File: src/rtl/result_demux4.sv
// ============================================================================
// result_demux4 : routes a result word to one of four one-entry output channels
// Revision      : 1.0
// ============================================================================
`default_nettype none

module result_demux4 #(
  parameter int WIDTH = 32,
  parameter int CNTW  = 16
) (
  input  logic             clk,
  input  logic             rst_n,
  input  logic [WIDTH-1:0] in_data,
  input  logic             in_valid,
  input  logic             s1,
  input  logic             S0,
  output logic             in_ready,
  output logic [WIDTH-1:0] o0,
  output logic [WIDTH-1:0] o1,
  output logic [WIDTH-1:0] o2,
  output logic [WIDTH-1:0] o3,
  output logic [3:0]       o_valid,
  input  logic [3:0]       o_ready,
  output logic [CNTW-1:0]  xfer_count,
  output logic             busy
);

  logic [1:0]       sel;
  logic             accept;
  logic [3:0]       valid_q;
  logic [3:0]       valid_d;
  logic [WIDTH-1:0] data_q [4];
  logic [WIDTH-1:0] data_d [4];
  logic [CNTW-1:0]  cnt_q;
  logic [CNTW-1:0]  cnt_d;

  assign sel      = {s1, S0};
  // A full channel can still take a word when its consumer drains it this edge.
  assign in_ready = !valid_q[sel] | o_ready[sel];
  assign accept   = in_valid & in_ready;

  for (genvar k = 0; k < 4; k++) begin : g_ch
    logic acc_k;

    always_comb begin
      acc_k      = accept && (sel == 2'(k));
      valid_d[k] = acc_k | (valid_q[k] & ~o_ready[k]);
      data_d[k]  = acc_k ? in_data : data_q[k];
    end

    always_ff @(posedge clk or negedge rst_n) begin
      if (!rst_n) begin
        valid_q[k] <= 1'b0;
        data_q[k]  <= '0;
      end else begin
        valid_q[k] <= valid_d[k];
        data_q[k]  <= data_d[k];
      end
    end
  end

  always_comb begin
    cnt_d = cnt_q;
    if (accept) cnt_d = cnt_q + CNTW'(1);
  end

  always_ff @(posedge clk or negedge rst_n) begin
    if (!rst_n) cnt_q <= '0;
    else        cnt_q <= cnt_d;
  end

  assign o0         = data_q[0];
  assign o1         = data_q[1];
  assign o2         = data_q[2];
  assign o3         = data_q[3];
  assign o_valid    = valid_q;
  assign busy       = |valid_q;
  assign xfer_count = cnt_q;

endmodule

`default_nettype wire
File: config.mk
export PLATFORM = sky130hd
export DESIGN_NAME = result_demux4
export DESIGN_NICKNAME = d
export VERILOG_FILES = /design/src/rtl/result_demux4.sv
export SDC_FILE = /design/constraint.sdc
export NUM_CORES = 1
export LEC_CHECK = 0
export CAP_MARGIN = 10
export CELL_PAD_IN_SITES_DETAIL_PLACEMENT = 0
export CELL_PAD_IN_SITES_GLOBAL_PLACEMENT = 2
export CORE_MARGIN = 8
export CORE_UTILIZATION = 31
export DETAILED_ROUTE_END_ITERATION = 10
export PLACE_DENSITY = 0.85
export SLEW_MARGIN = 20
export SYNTH_ARGS = -nofsm -noshare
export SYNTH_HDL_FRONTEND = slang
export SYNTH_SLANG_ARGS = --single-unit
export TNS_END_PERCENT = 10
File: constraint.sdc
create_clock -name clk -period 2.3 [get_ports clk]
set_clock_uncertainty 0.15 [all_clocks]
set_input_delay 0.345 -clock clk [delete_from_list [all_inputs] [get_ports clk]]
set_output_delay 0.345 -clock clk [all_outputs]
set_load 0.01 [all_outputs]
Word-level counts from Yosys, hierarchy flattened
Cells that the tools add are included.
Widths: inputs -> output; s select.
{ "word_totals": {"elab_cells": 39, "input_bits": 41, "ff_bits": 148} }
{ "classes": {"bitwise": 14, "reduce_logical": 7, "add_sub_neg": 1, "n_mux": 4, "n_eq_ne": 3, "n_lt_le_gt_ge": 1} }
{ "ops": {"columns": ["cell", "n"], "rows": [
  ["$add 16x1->16 const B", 1],
  ["$and 1x1->1", 5],
  ["$or 1x1->1", 5],
  ["$bmux 1 s2", 2],
  ["$eq 2x2->1 const B", 2],
  ["$logic_and 1x1->1", 4],
  ["$not 1->1", 4],
  ["$reduce_or 4->1", 1],
  ["$lt 2x3->1 const B", 1],
  ["$eq 2x1->1 const B", 1],
  ["$logic_not 2->1", 1],
  ["$mux 1", 2],
  ["$logic_not 1->1", 1]
]} }

Logic depth before layout (Yosys ltp)
Gate-level depths: netlist of the first run.
{ "logic_depth": {"depth_word": 7, "depth_mapped": 6} }

Worst setup path before layout of the first run
Ideal clock, no wire load.
{ "synth_timing": {"path_type": "input to register", "startpoint": "input port o_ready[0]", "endpoint": "register cnt_q[1], in the netlist xfer_count[1]", "stages": 4, "slack_ns": 0.548, "setup_ns": 0.128, "arrival_ns": 1.475, "path_cell_list": "nand2b_1 > mux4_2 > nand2_1 > mux2_1"} }
{ "synth_via": {"elab_chain_len": 4} }
{ "synth_lines": {"columns": ["element", "line", "text"], "rows": [
  ["start: declaration", "23", "input logic [3:0] o_ready,"],
  ["$bmux 1 s2", "39", "assign in_ready = !valid_q[sel] | o_ready[sel];"],
  ["$mux 1 (not written as such)", "39", null],
  ["$or 1x1->1", "39", null],
  ["$and 1x1->1", "40", "assign accept = in_valid & in_ready;"],
  ["end signal: assignment", "69", "else cnt_q <= cnt_d;"],
  ["end: declaration", "34", "logic [CNTW-1:0] cnt_q;"]
]} }
No other way between the ends. The select of a mux whose other input is x is not followed.
A chain may end at the register's enable or synchronous reset.

Final worst setup path of the first run
{ "layout_timing": {"startpoint": "input port o_ready[3]", "endpoint": "output port in_ready"} }
{ "layout_via": {"elab_chain_len": 3} }
{ "layout_lines": {"columns": ["element", "line", "text"], "rows": [
  ["$bmux 1 s2", "39", null],
  ["$mux 1 (not written as such)", "39", null],
  ["$or 1x1->1", "39", null],
  ["end: declaration", "17", "output logic in_ready,"]
]} }
No other way between the ends. The select of a mux whose other input is x is not followed.

==> results of run 1 <==
-- what timing repair did --
action,in CTS,in global routing
setup endpoints to repair,2,0
hold buffers,1,0
resized for setup,2,0
endpoints found under the hold margin,50,0
-- sequential cells by signal, indices dropped and copies added (netlist names) --
register,cells
o2,32
xfer_count,16
o0,32
o1,32
o_valid,4
o3,32
-- cells in the mapped netlist --
library cell	count	area share (%)
and3_1	3	0.33
and4_1	1	0.15
buf_2	8	0.70
buf_4	6	0.79
buf_6	2	0.39
dfrtp_1	148	65
ha_1	1	0.22
inv_1	3	0.20
mux2_1	4	0.79
mux2_2	125	25
mux4_2	1	0.39
nand2_1	14	0.92
nand2b_1	4	0.44
nand3_1	8	0.70
nand3b_2	1	0.20
nand4_1	6	0.66
nor2_1	6	0.39
nor2b_2	1	0.15
nor3_1	2	0.18
nor3b_2	1	0.22
o21ai_0	1	0.088
or4_1	1	0.13
xnor2_1	15	2.3
-- metal layers --
metal	share of wire [%]	routed length (µm)	global-route usage, %	up-vias
met5	0	0	0	-
met4	0.89	136	3.53	0
met3	10	1560	6.18	9
met2	50	7580	23.0	115
met1	39	5930	15.3	1925
li1	-	-	-	1711
-- through the flow --
stage | power, mW | TNS, ns | setup slack [ns]
2_1_floorplan | 4.32 | 0 | 0.548
3_3_place_gp | 5.79 | -0.138 | -0.125
3_5_place_dp | 5.85 | -0.183 | -0.134
4_1_cts | 8.62 | 0 | 0.0606
5_1_grt | 8.91 | 0 | 0.0358
6_report | 8.46 | 0 | 0.0680
-- logic make-up after synthesis --
group / synth area share (%)
DFF: 65.0
muxes: 25.9
and+or+nand+nor: 4.48
buffers and inverters: 2.08
xor gates and xnor gates: 2.30
AOI/OAI and AO/OA: 0.0877
adders and majority gates: 0.219
-- power breakdown --
group | internal (mW) | switching, mW | leakage (nW)
sequential | 3.14 | 0.348 | 1.78
combinational | 1.41 | 0.852 | 1.50
clock | 1.61 | 1.10 | 0.277
total | 6.16 | 2.30 | 3.56
-- worst paths after layout --
kind,end,cells after the start,slack [ns]
hold reg to reg,xfer_count[15]$_DFFE_PN0P_,1,0.32
hold / removal,xfer_count[9]$_DFFE_PN0P_,2,0.31
max in group asynchronous,o1[5]$_DFFE_PN0P_,3,1.04
min in group clk,xfer_count[15]$_DFFE_PN0P_,1,0.32
setup / recovery,in_ready,4,0.07
setup reg to reg,xfer_count[1]$_DFFE_PN0P_,5,0.40
-- area by class of cell --
cell class                 count  area share, %
multi-input combinational    195           21.9
sequential                   148           43.0
clock buffer                  18           4.98
inverter                       3          0.131
clock inverter                14           1.74
tap                          229           3.33
timing repair buffer         210           24.9
-- critical path: cells and delay by family --
family / cells / cell delay, ns
buffers and inverters: 2 / 0.70
multiplexers: 1 / 0.53
AND/OR/NAND/NOR: 1 / 0.16
==> impl.org, run 1 <==
** Routing
- For this block, the routed nets add up to 15200 µm of wire.
- After detailed routing, the number of vias per cell comes to 4.60.
- Dividing the detail-routed wire length by the instance count gives 18.6 µm.
- Overall via count from detail_route :: 3760
- DRT antenna net count :: 0
- The first TritonRoute pass finished after 4 iterations.
- The first routing iteration left 76 violations.
- After detailed routing, the number of remaining DRC violations is 0.

** Clocking
- Root buffer cell :: clkbuf_16
- Clock latency on the worst-skew pair, taken at its later pin, is 0.40 ns.
- CTS buffer count :: 17
- Clock sinks :: 148
- Clock-pin transition on the worst setup and hold timing paths :: 0.06 ns
- No sink is reached through more buffers than the 2 on the longest clock path.
- CTS tree :: yes
- CTS H-Tree Depth :: 4
- Post-CTS setup-driven buffer insertion count :: 0

** Pwr
- Ratio of total power to cell area :: 983 nW/µm²
- VDD sags by at most 0.000474 V.
- Leak :: 3.56 nW

** GRT
- Entering global routing, the biggest net connects 54 pins.
- Overall fraction of global-route tracks in use :: 13.6%
- The first global-routing pass estimated 24100 µm of wire.
- The number of global-route vias before repair came to 4231.
- The initial antenna violation count was 0.
- Summed over all layers, the global routing overflow is 0.

** Hold path
- The tightest min-delay check is of the in2async type.

** Yosys
- Synthesis produced 362 cells.
- The number of nets in the synthesized netlist is 404.
- The number of different library cells used by synthesis comes to 23.
- Register area share after synthesis :: 65.0%
- The cell area that synthesis handed to floorplanning was 5700 µm².
- Number of storage elements in the synthesis netlist :: 148
- Post-synthesis area per instance :: 15.8 µm²
- Yosys synthesis warning count :: 0

** Floorplan
- Die area :: 23000 µm²
- Measured along the x axis, the die boundary spans 152 µm.
- From bottom edge to top edge, the die measures 152 µm.
- The initial utilization of the core area, before any placement, comes to 31.6%.
- Site row count :: 49
- Area of the core region :: 18000 µm²
- In this run the count of I/O pins placed on the die edge is 191.

** Setup path
- Category of the critical setup timing path :: in2out
- In this run the critical register-to-register path is launched from o_valid[3]$_DFF_PN0_.
- Critical-path cell list :: clkdlybuf4s50_1 -> nand2b_1 -> mux4_2 -> dlygate4sd2_1
- Tracing the worst setup path back leads to its startpoint at o_ready[3].
- The worst setup path is launched from an input pin.
- Critical path's slowest cell :: mux4_2
- STA classifies the critical path endpoint as an output port.
- Along the worst path, the maximum fanout reaches 2.
- Data on the critical path is required at its endpoint by 1.80 ns.
- In this design, the stage delay of the slowest critical-path cell is 0.53 ns.
- At the worst endpoint, the arrival time is 1.74 ns.

** Finish
- Leaving out fill and tap cells, the most frequent cell in the layout is clkdlybuf4s50_1.
- Most frequent cells in the layout :: 187 x clkdlybuf4s50_1, 148 x dfrtp_1, 125 x mux2_2
- The count of cells in the finished layout, fillers not included, comes to 817.
- Reg area :: 3700 µm²
- For this run, the post-layout net count is 617.
- Area Growth Syn to Fin :: 51.0%
- Fraction of final layout cells sized beyond drive strength 1 :: 31.0%
- The multi-input combinational cells in the finished layout cover a total of 1890 µm².
- Final Instance Area :: 8610 µm²
- Number of fill cells :: 1633
- Final design utilization :: 47.8%
- Antenna diodes :: 0

** Placement
- IO buf count :: 190
- At the end of routability-driven placement, the weighted congestion stood at 0.783.
- The number of placed instances, taps included, is 784.
- Placed Area :: 8020 µm²
- Detail Placement HPWL :: 10800 µm

** Job
- Across the run, the number of max-cap violations was 0.

** Timing
- Final-report hold violation count :: 0
- The worst path uses 97.0% of the clock period.
- Final count of pins violating max slew :: 0
- Final setup violation count :: 0
- Pin slew with the least headroom to its limit :: 0.508 ns
- Setup repair after global routing left no endpoint under its margin.
- Worst hold margin :: 0.314 ns
- Post-layout minimum cycle time :: 2.23 ns
- The worst pin sits at a relative slew slack of 66.2%.
- Timing would allow up to 0.448 GHz.

** Outcome
- Run status :: finished, final reports clean
No activity file was read; power rests on OpenSTA's default activity.
==> inputs of run 2 (changes only) <==
TNS_END_PERCENT = unset   (was 10)
==> results of run 2 <==
The final DEF is identical to that of run 1; final timing and power are the same.
==> inputs of run 3 (changes only) <==
ABC_AREA = 1   (was unset)
CORE_UTILIZATION = 28   (was 31)
==> run 3 against run 2 <==
Fmax is 7.1% higher. Register-to-register slack hardly changed. Via count is 58% higher. Largest cell class unchanged. Critical path depth is 2 higher.
==> impl.org, run 3 <==
** Outcome
- Run status :: finished, final reports clean

** Routing
- Overall via count from detail_route :: 5938
- Summed over all layers, the routed wires come to 23100 µm.
- Remaining routing DRC violations :: 0
- DRT antenna net count :: 0
- In this run, the number of DRC markers left after iteration 0 of detailed routing was 421.
- Average detailed-routed wire length per instance :: 18.2 µm
- Vias/cell :: 4.68
- For this run, the detailed router's first-pass iteration total came to 4.

** Clocking
- Clk_lat worst skew :: 0.42 ns
- Buffers from clock root to sink, at most :: 2
- The tree built by TritonCTS fans out to 148 sinks.
- Clock-pin slew was measured on the worst setup and hold paths at 0.07 ns.
- Buffers inserted during clock tree synthesis total 17.
- The clock tree synthesis step divided the H-tree into 4 levels.
- The tree is rooted in a clkbuf_16.
- TritonCTS built the clock tree.

** Setup path
- Data arrives at the worst endpoint at 1.59 ns.
- In this run the worst path has a maximum fanout of 3.
- STA classifies the critical path startpoint as a flop.
- The critical path in this run is classified as reg2out.
- STA classifies the critical path endpoint as an output port.
- Data on the critical path is required at its endpoint by 1.80 ns.

** GRT
- The initial antenna violation count came to 0.
- The number of global-route vias before repair came to 6201.
- Largest net degree at the start of global routing :: 58
- Overall fraction of global-route tracks in use :: 16.5%
- Remaining Overflow, GRT :: 0
- The first global-routing pass estimated 36900 µm of wire.

** Floorplan
- After floorplanning, the core was divided into 56 placement rows.
- Die Ht :: 169 µm
- Number of I/O pins :: 191
- Die area :: 28600 µm²
- Measured along the x axis, the die boundary spans 169 µm.
- Area of the core region :: 23300 µm²
- The initial utilization of the core area, before any placement, comes to 28.2%.

** Timing
- Final setup violation count :: 0
- For the pin with the worst max-slew slack, the measured transition is 0.583 ns.
- After layout, the minimum clock period comes to 2.08 ns.
- Upper clock frequency limit :: 0.480 GHz
- The final max-slew violation count is 0.
- Headroom to the max-slew limit came out at 61.1%.
- The hold violation count in the final report was 0.
- Period utilization :: 90.6%
- Hold is met by 0.267 ns.
- Setup repair after global routing left no endpoint under its margin.

** Finish
- The layout has 2399 filler cells.
- The number of antenna diodes in the final layout is 0.
- Cells fill 41.2% of the core in the end.
- From synthesis to final layout, the design area changed by 46.2%.
- In the layout the commonest cells are 340 x nand2_1, 185 x clkdlybuf4s50_1, 148 x dfrtp_1.
- The net count of the finished layout is 980.
- The library cell used most frequently in the layout, excluding fill and tap cells, is nand2_1.
- Cells with a size suffix above 1 make up 8.42% of the layout.

** Placement
- Detailed placement finished with a half-perimeter wire length of 15600 µm.
- In this run the tool buffered the top-level ports with 190 buffer cells.
- Weighted congestion reported at the end of routability-driven placement :: 0.751

** Yosys
- Among all cell types in the netlist, the one instantiated most often is nand2_1.
- Number of storage elements in the synthesis netlist :: 148
- Yosys synthesis warning count :: 0
- The number of nets handed over by synthesis was 793.
- Fraction of synthesized cell area taken by the top area cell type :: 56.5%
- Post-synthesis area per instance :: 8.73 µm²
- Summing every instance area after synthesis gives 6560 µm².
- Sorting the synthesized cells by area gives the leading types as dfrtp_1 56%, nand2_1 19%, nand4_1 13%.
- Counting flops with a built-in enable in the synthesized netlist gives 0.
- Most frequent cells after synthesis :: 340 x nand2_1, 148 x dfrtp_1, 135 x nand4_1
- Top cell type by total area after synthesis :: dfrtp_1
- Leading register cell type out of synthesis :: dfrtp_1
- Counting every instance in the synthesized netlist gives 751.
- In this run, distinct cell masters in the synthesized netlist total 19.
- FFs w/ async S/R, synth :: 100%
- Register area share after synthesis :: 56.5%

** Pwr
- In this run the power density over the cells is 905 nW/µm².
- IR Drop Worst-Case VDD :: 0.000408 V
- Leak :: 4.52 nW
- Overall power of the completed layout :: 8.68 mW

** Hold path
- The path class of the tightest hold or removal check is in2async.

** Job
- The tool flagged a number of max-cap violations equal to 0.
[run 3: changes by cell type in the layout (fill, tap and decap cells not counted), sizes merged, moves of 13 or more]
cell   change
buf       +17
nor2      +13
nand2    +328
nand4    +129
mux2     -129
inv       +16
[run 3: worst paths after layout]
kind | start | end | slack (ns) | cells past startpoint
min reg2reg | o2[24]$_DFFE_PN0P_ | o2[24]$_DFFE_PN0P_ | 0.32 | 2
min | rst_n | o1[7]$_DFFE_PN0P_ | 0.27 | 2
max reg2reg | o_valid[3]$_DFF_PN0_ | o3[5]$_DFFE_PN0P_ | 0.40 | 10
max in group asynchronous | rst_n | o0[15]$_DFFE_PN0P_ | 1.11 | 3
min in group clk | o2[24]$_DFFE_PN0P_ | o2[24]$_DFFE_PN0P_ | 0.32 | 2
max | o_valid[3]$_DFF_PN0_ | in_ready | 0.22 | 6
[run 3: layer usage]
layer / vias to the layer above / global-route usage, % / part of all wire, %
met5: - / 0 / 0
met3: 18 / 4.52 / 6.1
met4: 0 / 4.69 / 1.3
met2: 137 / 26.5 / 47
li1: 2887 / - / -
met1: 2896 / 21.5 / 45
[run 3: critical path: stages, from the launching register on]
cell           delay [ns]
dfrtp_1              0.40
nand2_1              0.08
nand2_1              0.05
nand2_1              0.05
nand2_1              0.13
nand2_8              0.10
dlygate4sd2_1        0.37
[run 3: final cells by class]
type	instances	area, µm²	share of cell area (%)
Clock inverter	14	173	1.80
Inverter	17	63.8	0.666
Tap cell	319	399	4.16
Timing Repair Buffer	226	2360	24.6
Multi-Input combinational cell	528	2460	25.7
Sequential cell	148	3700	38.6
Clock buffer	17	425	4.44
[run 3: where the power goes]
group          total [mW]  leakage (nW)  internal, mW  switching (mW)
combinational        2.36          2.37          1.24            1.12
clock                2.86         0.280          1.63            1.22
sequential           3.47          1.87          3.11           0.361
[run 3: cell families after synthesis]
kind of cell | count (synthesis) | synth area share (%)
AND/OR/NAND/NOR | 512 | 35.6
flip-flops | 148 | 56.5
XOR/XNOR | 7 | 0.935
AO/OA/AOI/OAI | 8 | 0.611
buffers and inverters | 75 | 6.18
adder cells (fa/ha/maj) | 1 | 0.191
[run 3: per-stage QoR]
stage | setup WS [ns] | instances | TNS, ns | area [µm²]
global route | 0.117 | 1269 | 0 | 9580
detailed placement | -0.242 | 1237 | -30.75 | 8980
floorplan | 0.687 | 751 | 0 | 6560
finish | 0.217 | 1269 | 0 | 9580
CTS | 0.186 | 1269 | 0 | 9580
global placement | -0.240 | 1237 | -26.09 | 8980
[run 3: what timing repair did]
action	4_1_cts	5_1_grt
hold buffers	1	0
buffers inserted	0	0
hold endpoints to repair	39	0
endpoints found under the setup margin	1	0
gates resized for setup	3	0
